### src/rtl/mem_bus_arbiter.sv
// mem_bus_arbiter: shares one tagged memory port between dcache (0), icache (1) and prefetcher (2).
// Fixed priority by default; define MEM_BUS_ARB_RR_EN for round-robin arbitration in IDLE.
`ifndef XLEN
`define XLEN 32
`endif

module mem_bus_arbiter #(
   parameter int unsigned NUM_REQ     = 3,
   parameter int unsigned NUM_TAGS    = 15,
   parameter int unsigned PF_MAX_OUTS = 4,
   parameter int unsigned ADDR_W      = `XLEN
) (
   input  logic                           clk,
   input  logic                           rst,
   input  logic [NUM_REQ-1:0][1:0]        req_command,
   input  logic [NUM_REQ-1:0][ADDR_W-1:0] req_addr,
   input  logic [NUM_REQ-1:0][63:0]       req_data,
   input  logic [NUM_REQ-1:0][1:0]        req_size,
   output logic [NUM_REQ-1:0][3:0]        req_response,
   output logic [NUM_REQ-1:0][3:0]        req_tag,
   output logic [63:0]                    req_data_out,
   output logic [1:0]                     proc2mem_command,
   output logic [ADDR_W-1:0]              proc2mem_addr,
   output logic [63:0]                    proc2mem_data,
   output logic [1:0]                     proc2mem_size,
   input  logic [3:0]                     mem2proc_response,
   input  logic [63:0]                    mem2proc_data,
   input  logic [3:0]                     mem2proc_tag,
   output logic [2:0]                     pf_outstanding,
   output logic                           err_orphan,
   output logic                           err_dup_tag
);
   localparam int unsigned ID_W    = 2;
   localparam int unsigned NUM_ENT = NUM_TAGS + 1;
   localparam int unsigned PF_ID   = NUM_REQ - 1;
   localparam logic [1:0]  CMD_NONE = 2'd0;
   localparam logic [1:0]  CMD_LOAD = 2'd1;

   typedef enum logic {IDLE, HOLD} state_t;

   state_t            state_q, state_d;
   logic [ID_W-1:0]   hold_id_q, hold_id_d;
   logic [NUM_REQ-1:0] eligible;
   logic              pick_valid, grant_valid;
   logic [ID_W-1:0]   pick_id, grant_id;
   logic              own_valid_q [NUM_ENT];
   logic [ID_W-1:0]   own_id_q    [NUM_ENT];
   logic [2:0]        pf_cnt_q;
   logic              err_orphan_q, err_dup_q;
   logic              accept, accept_load, resp_in_range;
   logic              ret_valid, ret_hit, pf_inc, pf_dec;
   logic [ID_W-1:0]   ret_owner;

`ifdef MEM_BUS_ARB_RR_EN
   logic [ID_W-1:0]   rr_ptr_q;
   logic [ID_W-1:0]   cand;
`endif

   // Eligibility and IDLE-state pick
   always_comb begin
      eligible   = '0;
      pick_valid = 1'b0;
      pick_id    = '0;
      for (int i = 0; i < NUM_REQ; i++) eligible[i] = (req_command[i] != CMD_NONE);
      if (32'(pf_cnt_q) >= PF_MAX_OUTS) eligible[PF_ID] = 1'b0;
`ifdef MEM_BUS_ARB_RR_EN
      cand = '0;
      for (int unsigned k = 0; k < NUM_REQ; k++) begin
         cand = ID_W'((32'(rr_ptr_q) + k) % NUM_REQ);
         if (!pick_valid && eligible[cand]) begin
            pick_valid = 1'b1;
            pick_id    = cand;
         end
      end
`else
      for (int i = NUM_REQ - 1; i >= 0; i--) begin
         if (eligible[i]) begin
            pick_valid = 1'b1;
            pick_id    = ID_W'(i);
         end
      end
`endif
   end

   // Next-state and grant; a rejected grant is held without preemption until accepted or withdrawn
   always_comb begin
      state_d     = state_q;
      hold_id_d   = hold_id_q;
      grant_valid = 1'b0;
      grant_id    = '0;
      case (state_q)
         IDLE: begin
            grant_valid = pick_valid;
            grant_id    = pick_id;
            if (pick_valid && mem2proc_response == 4'd0) begin
               state_d   = HOLD;
               hold_id_d = pick_id;
            end
         end
         HOLD: begin
            grant_id = hold_id_q;
            if (req_command[hold_id_q] == CMD_NONE) begin
               state_d = IDLE;
            end else begin
               grant_valid = 1'b1;
               if (mem2proc_response != 4'd0) state_d = IDLE;
            end
         end
         default: state_d = IDLE;
      endcase
      if (rst) grant_valid = 1'b0;
   end

   // Memory port and response/tag routing
   always_comb begin
      proc2mem_command = CMD_NONE;
      proc2mem_addr    = '0;
      proc2mem_data    = '0;
      proc2mem_size    = '0;
      req_response     = '0;
      req_tag          = '0;
      if (grant_valid) begin
         proc2mem_command       = req_command[grant_id];
         proc2mem_addr          = req_addr[grant_id];
         proc2mem_data          = req_data[grant_id];
         proc2mem_size          = req_size[grant_id];
         req_response[grant_id] = mem2proc_response;
      end
      accept        = grant_valid && (mem2proc_response != 4'd0);
      accept_load   = accept && (proc2mem_command == CMD_LOAD);
      resp_in_range = (32'(mem2proc_response) <= NUM_TAGS);
      ret_valid     = !rst && (mem2proc_tag != 4'd0) && (32'(mem2proc_tag) <= NUM_TAGS);
      ret_hit       = ret_valid && own_valid_q[mem2proc_tag];
      ret_owner     = own_id_q[mem2proc_tag];
      for (int i = 0; i < NUM_REQ; i++)
         if (ret_hit && ret_owner == ID_W'(i)) req_tag[i] = mem2proc_tag;
      req_data_out  = rst ? 64'd0 : mem2proc_data;
      pf_inc        = accept_load && (grant_id == ID_W'(PF_ID));
      pf_dec        = ret_hit && (ret_owner == ID_W'(PF_ID));
   end

   // State, owner table, prefetch counter and sticky errors; retire is applied before record
   always_ff @(posedge clk) begin
      if (rst) begin
         state_q      <= IDLE;
         hold_id_q    <= '0;
         pf_cnt_q     <= '0;
         err_orphan_q <= 1'b0;
         err_dup_q    <= 1'b0;
         own_valid_q  <= '{default: 1'b0};
         own_id_q     <= '{default: '0};
      end else begin
         state_q   <= state_d;
         hold_id_q <= hold_id_d;
         if (ret_hit) own_valid_q[mem2proc_tag] <= 1'b0;
         if ((mem2proc_tag != 4'd0) && !ret_hit) err_orphan_q <= 1'b1;
         if (accept_load && resp_in_range) begin
            own_valid_q[mem2proc_response] <= 1'b1;
            own_id_q[mem2proc_response]    <= grant_id;
            if (own_valid_q[mem2proc_response] && !(ret_hit && mem2proc_tag == mem2proc_response))
               err_dup_q <= 1'b1;
         end
         if (pf_inc && !pf_dec && pf_cnt_q != 3'd7)      pf_cnt_q <= pf_cnt_q + 3'd1;
         else if (pf_dec && !pf_inc && pf_cnt_q != 3'd0) pf_cnt_q <= pf_cnt_q - 3'd1;
      end
   end

`ifdef MEM_BUS_ARB_RR_EN
   // Round-robin pointer advances past each accepted grant
   always_ff @(posedge clk) begin
      if (rst)         rr_ptr_q <= '0;
      else if (accept) rr_ptr_q <= (grant_id == ID_W'(NUM_REQ - 1)) ? '0 : grant_id + ID_W'(1);
   end
`endif

   assign pf_outstanding = pf_cnt_q;
   assign err_orphan     = err_orphan_q;
   assign err_dup_tag    = err_dup_q;

endmodule
### config.mk
export PLATFORM = sky130hd
export DESIGN_NAME = mem_bus_arbiter
export DESIGN_NICKNAME = d
export VERILOG_FILES = /design/src/rtl/mem_bus_arbiter.sv
export SDC_FILE = /design/constraint.sdc
export NUM_CORES = 1
export LEC_CHECK = 0
export CORE_AREA = 2 2 217 219
export CTS_CLUSTER_SIZE = 28
export DETAILED_ROUTE_END_ITERATION = 8
export DIE_AREA = 0 0 219 221
export SLEW_MARGIN = 25
export SYNTH_ARGS = -nofsm -noshare
export SYNTH_HDL_FRONTEND = slang
export SYNTH_SLANG_ARGS = --single-unit
### constraint.sdc
create_clock -name clk -period 7.4 [get_ports clk]
set_input_delay 0.74 -clock clk [delete_from_list [all_inputs] [get_ports clk]]
set_output_delay 0.74 -clock clk [all_outputs]
set_load 0.005 [all_outputs]
Word level (Yosys, flattened, before mapping):

Index checks and enable logic that the tools add are counted.

* register bits: 56
* output and inout port bits: 193
* word-level logic and storage cells: 153

* bitwise operators: 7
* order comparisons: 8
* add/subtract/negate cells: 2
* multiplexer cells: 57
* reduce and logical (&&, ||, !) cells: 36
* equal/unequal tests: 6

Operators by type and width (number)
* $mux W64: 3
* $bmux W64 S2: 1
* $bmux W32 S2: 1
* $mux W32: 2
* $mux W16: 3
* $bwmux W32: 1
* $mux W2: 11
* $logic_and A1 B1 Y1: 19
* $and A16 B16 Y16: 1
* $mux W4: 4
* $not A16 Y16: 1
* $or A16 B16 Y16: 1
* $mux W1: 15
* $and A12 B12 Y12: 1
* $bmux W2 S2: 3
* $mux W12: 1
* $ge A5 B5 Y1 const B: 2
* $lt A5 B1 Y1 const B: 2
* $not A4 Y5: 2
* $bmux W1 S4: 2
* $bmux W2 S4: 1
* $demux W1 S4: 2
* $demux W2 S4: 1
* $demux W4 S2: 1
* other kinds (20): 35

Depth between registers and ports, before layout:

Gate-level depths: netlist of the first run.

* depth in word-level cells: 17
* mapped depth: 12

Least setup slack after synthesis of the first run:

OpenSTA, ideal clock, no wires.

* path kind: input to output
* from: in req_command[0] (netlist name)
* to: out proc2mem_addr[0]
* path slack: 4153 ps
* cell stages on the path: 6
* path buffers: 2
* arrival time: 2507 ps
* cells stage by stage: or4_4 > or3_1 > nand3_2 > clkbuf_1 > clkbuf_1 > nor2_1

* word-level cells in the longest chain between the ends: 7
* elaborated cells between the ends (all ways): 13
* classes of those cells: mux (11); reduce/logical (2)

Ends and longest elaborated chain
* from (decl): RTL line 15 `input logic [NUM_REQ-1:0][1:0] req_command,`
* $bmux W2 S2: RTL line 102 `if (req_command[hold_id_q] == CMD_NONE) begin`
* $mux W2 (implied by the code): RTL line 102
* $logic_not A2 Y1: RTL line 102
* $mux W1: RTL line 102
* $pmux W1 S2: RTL line 91 `case (state_q)`
* $mux W1: RTL line 111 `if (rst) grant_valid = 1'b0;`
* $mux W32 *: RTL line 122 `if (grant_valid) begin`
* to (decl): RTL line 23 `output logic [ADDR_W-1:0] proc2mem_addr,`

Mark *: on every way between the ends. The rest lies on a longest branch, timed or not. The select of a mux whose other input is x is not followed.

Final worst setup path of the first run:

* from: in req_command[0] (netlist name)
* to: out proc2mem_data[6]

* word-level cells in the longest chain between the ends: 7
* elaborated cells between the ends (all ways): 13
* classes of those cells: mux (11); reduce/logical (2)

Ends and longest elaborated chain
* $bmux W2 S2: RTL line 102
* $mux W2 (implied by the code): RTL line 102
* $logic_not A2 Y1: RTL line 102
* $mux W1: RTL line 102
* $pmux W1 S2: RTL line 91
* $mux W1: RTL line 111
* $mux W64 *: RTL line 122
* to (decl): RTL line 24 `output logic [63:0] proc2mem_data,`

Marks and branches as above.

==> summary.txt, run 1 <==
Routing
  – DRC Markers: 0
  – Post-route ant nets: 0
  – Drt total wl: 38500 um
  – Vias per inst: 4.36
  – Via count: 9099
  – Initial drt markers: 640
  – DR pass1 iterations: 5
  – WL/cell: 18.5 um

Timing
  – Clk_skew: 0.00327 ns
  – Final min period: 5.33 ns
  – Final Cycle Share: 0.720
  – Final hold violation count: 0
  – Max_slew headroom: 0.309
  – Setup TNS: 0 ns
  – Worst-margin pin slew: 1.03 ns
  – Pins Over Slew Limit: 0
  – RSZ-0062 raised after global routing: false
  – Final setup fails: 0
  – Fmax: 188 MHz

Pwr
  – Pwr dens: 94.7 nW/um^2
  – Peak supply drop: 0.0817 mV
  – Total Power: 1.17 mW
  – Leak: 4.60 nW

Synthesis
  – Synth Area in Compound Gates: 0.260
  – Yosys reg bits: 56
  – Primary FF master, synth: dfxtp_1
  – Simple-gate share of the synthesized area: 0.382
  – Main combinational cell family by area after synthesis: simple AND/OR/NAND/NOR gates
  – Synth Warn #: 0
  – Synthesized area: 6040 sq um
  – Adder-Cell Fraction of Synth Area: 0.00332
  – Async SR Flop Fraction: 0
  – XOR/XNOR Fraction of Synth Area: 0.00580
  – Most frequent cell after synthesis: a21oi_1
  – Yosys cell types: 52
  – Synthesized netlist cell count: 981
  – Largest area contributor in the netlist: a21oi_1
  – Top cell type's share of synthesized area: 0.191
  – Synth cell count leaders: a21oi_1, nand2_1, nor2_1
  – Mapped Nets: 1356
  – Mux cell area share after synthesis: 0.0972
  – Sequential area share after synthesis: 0.186
  – Synth area leaders: a21oi_1, dfxtp_1, nand2_1
  – Post-synth EDFFs: 0
  – Syn avg cell area: 6.16 sq um

Clock tree
  – Cts bufs inserted: 5
  – Insertion delay to the later sink of the worst-skew pair: 0.30 ns
  – Clock tree buffer depth: 2
  – CTS tree: built
  – Reg clk slew, reported paths: 0.07 ns
  – Hold-fix buffers, CTS: 0
  – Root buffer cell: clkbuf_16
  – Clk sink count: 56
  – Post-CTS Setup Inserts: 0
  – H-tree depth: 2
  – CTS resizes: 0

Hold path
  – Hold WC Path Type: reg2reg

Setup path
  – Crit. Startpoint: req_command[0]
  – Worst Setup EP: proc2mem_data[6]
  – Reg-to-Reg End: pf_outstanding[2]
  – Arr. time, crit path: 4.59 ns
  – R2R cell count: 9
  – Crit path kind: in2out
  – Required @ worst endpoint: 6.66 ns
  – Top delay family on crit path: simple AND/OR/NAND/NOR gates
  – Crit-path cells: clkdlybuf4s50_1, or4_4, o31a_1, nor2_4, buf_12, a21oi_1, nor2_1, clkdlybuf4s50_1
  – Slowest CP cell: nor2_4
  – Worst path buffer plus inverter count: 3
  – Startpoint Class: input pin
  – Reg2reg start: state_q
  – Crit Path Max Fanout: 72
  – CP most frequent cell: clkdlybuf4s50_1
  – CP Depth: 8
  – Worst Setup End Kind: primary output
  – Setup slack, reg-to-reg: 3.92 ns
  – CP max stage delay: 0.87 ns

Floorplanning
  – FP Rows: 79
  – Die Y: 221 um
  – Num ports: 567
  – Starting Density: 0.131
  – Die footprint: 48400 sq um
  – Core Area: 46100 sq um
  – Die X-Extent: 219 um

Global routing
  – Largest net degree at the start of global routing: 79
  – Total Routing Usage GR: 0.149
  – Initial antenna violation count: 5
  – Vias in the first global route: 8922
  – GRT Residual Overflow: 0
  – First-pass GRT wire length: 55700 um

Layout
  – Final nets: 1850
  – Layout fillers: 5071
  – Sequential cell area: 1120 sq um
  – Multi-input gate area: 4540 sq um
  – Post-layout util: 0.269
  – Layout cells sized above 1: 0.0318
  – Area Growth Syn to Fin: 105%

Placement
  – Dpl hpwl: 30700 um
  – GPL Wtd Cong: 0.898
  – Port bufs: 566

Outcome
  – Status: finished, final reports clean

Run
  – MaxCap Viol Count: 0
-- cells in the final DEF (no fill, tap or decap), types with 2 or more instances in the layout --
cell type,Yosys,final
clkdlybuf4s50_1,0,565
a21oi_1,230,230
nand2_1,219,219
nor2_1,118,117
nor2b_1,73,73
dfxtp_1,56,56
mux2i_1,26,26
nand2b_1,24,24
o21ai_0,16,16
a311oi_1,15,15
mux4_2,13,13
nand3_1,13,13
and3_1,13,13
and2_1,12,12
buf_4,2,11
inv_1,8,8
nor3_1,6,6
a22oi_1,5,5
clkbuf_16,0,5
diode_2,0,4
nand3b_1,4,4
xnor2_1,4,4
mux2_2,3,3
o221ai_1,2,2
a31oi_1,2,2
nand4_1,2,2
a2bb2oi_1,2,2
nor4_1,2,2
-- worst reg2reg max path: cells and delay by family, from the launching register on --
kind	cells	cell delay (ns)
compound gates	2	0.92
flops	1	0.65
simple gates	3	0.58
buf+inv	1	0.56
fa+ha+maj	1	0.41
mux	2	0.25
-- sequential cells by signal (all words and copies together), names as in the netlist --
signal and cells:
state_q 1, err_dup_tag 1, pf_outstanding 3, own_valid_q 16, err_orphan 1, hold_id_q 2, own_id_q 32
-- where the power goes --
group	internal, mW	total, mW	switching (mW)
clock network	0.164	0.282	0.118
registers	0.303	0.305	0.00194
logic	0.349	0.587	0.238
-- through the flow --
| stage | cell area [sq um] | cells | hold slack (ns) | worst slack [ns] |
|---|---|---|---|---|
| final | 12400 | 2087 | 0.458 | 2.07 |
| after floorplan | 6040 | 981 | 0.433 | 4.15 |
| after CTS | 12400 | 2083 | 0.456 | 2.03 |
| after global routing | 12400 | 2087 | 0.489 | 1.89 |
| after global placement | 12200 | 2075 | 0.440 | 2.12 |
| after detailed placement | 12200 | 2075 | 0.445 | 2.04 |
-- worst min-delay path by stage --
stage | slack, ns | cells past startpoint | to | startpoint
2_1_floorplan | 0.43 | 1 | own_id_q[30] | own_id_q[30]
3_3_place_gp | 0.44 | 2 | err_dup_tag | err_dup_tag
3_5_place_dp | 0.44 | 2 | err_dup_tag | err_dup_tag
4_1_cts | 0.46 | 2 | err_dup_tag | err_dup_tag
5_1_grt | 0.49 | 1 | own_id_q[31] | own_id_q[31]
6_report | 0.46 | 2 | err_dup_tag | err_dup_tag
-- cells by family after synthesis --
logic type               Yosys count
XOR/XNOR                           4
AND/OR/NAND/NOR                  497
flip-flops                        56
multiplexers                      42
buffers and inverters             98
adder cells (fa/ha/maj)            1
AO/OA/AOI/OAI                    283
-- cell type report --
| type | count | area share |
|---|---|---|
| repair buffers | 577 | 0.464 |
| multi-input cells | 827 | 0.366 |
| flip-flops and latches | 56 | 0.0904 |
| well taps | 607 | 0.0613 |
| clock buffers | 5 | 0.0101 |
| clock inverters | 3 | 0.00404 |
| inverters | 8 | 0.00242 |
| diodes | 4 | 0.000807 |
-- metal layers --
layer | part of all wire | global-route usage | routed length, um | up-vias
met4 | 0.018 | 0.0357 | 699 | 0
met3 | 0.068 | 0.0220 | 2620 | 31
met1 | 0.40 | 0.183 | 15500 | 4327
met5 | 0 | 0 | 0 | -
met2 | 0.51 | 0.270 | 19700 | 422
li1 | - | - | - | 4319
Note: power is estimated with default switching activity, not from simulation.
==> run 2: changes to the inputs <==
CORE_AREA = 2 2 221 223   (was 2 2 217 219)
DIE_AREA = 0 0 223 225   (was 0 0 219 221)
clock period = 5.55 ns   (was 7.4 ns; I/O delays follow)
==> summary.txt, run 2 (synthesized netlist as in run 1, its figures left out) <==
Layout
  – Largest reg by FF count: own_id_q
  – Final nets: 1863
  – Most frequent cells in the layout: clkdlybuf4s50_1, a21oi_1, nand2_1, nor2_1, nor2b_1
  – Post-layout util: 0.264
  – Multi-input gate area: 4540 sq um
  – Sequential cell area: 1120 sq um
  – Final Cell Area: 12500 sq um
  – Layout cells sized above 1: 0.0396
  – Max FFs per register: 32
  – Non-Filler Instances: 2109
  – Most common cell after layout, fill and taps aside: clkdlybuf4s50_1
  – Area Growth Syn to Fin: 108%
  – Layout fillers: 5230

Routing
  – WL/cell: 18.8 um
  – Post-route ant nets: 0
  – Initial drt markers: 674
  – Via count: 9045
  – Drt total wl: 39700 um
  – DR pass1 iterations: 5
  – Vias per inst: 4.29
  – DRC Markers: 0

Setup path
  – Crit Path Max Fanout: 18
  – Crit path kind: in2out
  – Startpoint Class: input pin
  – CP max stage delay: 0.64 ns
  – Crit-path cells: clkdlybuf4s50_1, or4_4, o31a_1, nor2_4, buf_4, a22oi_1, nor2_1, clkdlybuf4s50_1
  – CP most frequent cell: clkdlybuf4s50_1
  – Required @ worst endpoint: 4.99 ns
  – Worst Setup End Kind: primary output
  – Slowest CP cell: or4_4
  – Setup slack, reg-to-reg: 2.37 ns
  – R2R cell count: 10
  – Arr. time, crit path: 3.92 ns

Global routing
  – Largest net degree at the start of global routing: 74
  – Vias in the first global route: 9152
  – Initial antenna violation count: 5
  – First-pass GRT wire length: 56000 um
  – GRT Residual Overflow: 0
  – Total Routing Usage GR: 0.147

Pwr
  – Internal power: 1.09 mW
  – Pwr dens: 125 nW/um^2
  – Share of power burned in registers: 0.260
  – Clock power frac: 0.227
  – Switching share of power: 0.303
  – Total Power: 1.57 mW
  – Peak supply drop: 0.109 mV
  – Psw: 0.474 mW
  – Comb pwr share: 0.513
  – Leak: 4.67 nW

Placement
  – Port bufs: 566
  – Placed cell area: 12400 sq um
  – Dpl hpwl: 32500 um
  – GPL Wtd Cong: 0.894
  – Placed cell count: 2096

Floorplanning
  – Starting Density: 0.127
  – Die X-Extent: 223 um
  – FP Rows: 80
  – Die Y: 225 um
  – Die footprint: 50200 sq um
  – Num ports: 567
  – Core Area: 47500 sq um

Hold path
  – Hold WC Path Type: reg2reg
  – Hold path cells: 2

Timing
  – Final hold violation count: 0
  – Final Cycle Share: 0.806
  – Final min period: 4.47 ns
  – Setup TNS: 0 ns
  – RSZ-0062 raised after global routing: false
  – Clk_skew: 0.00400 ns
  – Worst-margin pin slew: 0.995 ns
  – Fmax: 224 MHz
  – Pins Over Slew Limit: 0
  – Max_slew headroom: 0.335
  – Final setup fails: 0

Clock tree
  – Insertion delay to the later sink of the worst-skew pair: 0.29 ns
  – Clk sink count: 56
  – Root buffer cell: clkbuf_16
  – CTS resizes: 0
  – Post-CTS Setup Inserts: 0
  – Cts bufs inserted: 5
  – CTS tree: built
  – Reg clk slew, reported paths: 0.07 ns
  – Clock tree buffer depth: 2
  – Hold-fix buffers, CTS: 0
  – H-tree depth: 2

Outcome
  – Status: finished, final reports clean

Run
  – MaxCap Viol Count: 0
## run 2: changes by cell type in the layout (fill, tap and decap cells not counted)
cell | before | now
inv_8 | 1 | 0
clkinv_2 | 0 | 1
buf_12 | 1 | 5
inv_6 | 1 | 0
diode_2 | 4 | 5
clkbuf_1 | 0 | 1
buf_4 | 11 | 20
## run 2: cell type report
cell class | instances | share of cell area
diodes | 5 | 0.000997
flip-flops and latches | 56 | 0.0894
clock buffers | 6 | 0.0103
repair buffers | 590 | 0.471
inverters | 8 | 0.00239
well taps | 615 | 0.0613
multi-input cells | 827 | 0.362
clock inverters | 2 | 0.00279
## run 2: power groups by stage
| stage | Clock [mW] | Combinational [mW] | Sequential [mW] |
|---|---|---|---|
| finish | 0.356 | 0.802 | 0.407 |
| global route | 0.381 | 0.862 | 0.407 |
| CTS | 0.363 | 0.811 | 0.407 |
| detailed placement | 0 | 0.804 | 0.416 |
| global placement | 0 | 0.804 | 0.416 |
| floorplan | 0 | 0.258 | 0.416 |
## run 2: routing by layer
metal	track usage	vias to the layer above	wire length (um)
met1	0.171	4236	15500
li1	-	4348	-
met5	0	-	8
met4	0.0496	2	1130
met2	0.262	413	19900
met3	0.0381	46	3140
## run 2: worst max-delay path, delay by kind of cell
kind / cells / cell delay, ns
AO/OA/AOI/OAI: 2 / 0.54
AND/OR/NAND/NOR: 3 / 1.42
buffers and inverters: 3 / 1.39
## run 2: path summary, 6_finish.rpt
kind	from	endpoint
worst max-delay path	req_command[0]	proc2mem_command[0]
worst min register to register	err_dup_tag	err_dup_tag
worst min-delay path	err_dup_tag	err_dup_tag
worst max register to register	hold_id_q[0]	pf_outstanding[2]
## run 2: per-stage QoR
step	hold slack [ns]	worst slack (ns)
CTS	0.454	0.903
global route	0.481	0.751
finish	0.447	1.08
global placement	0.443	0.931
detailed placement	0.443	0.918
floorplan	0.433	2.67
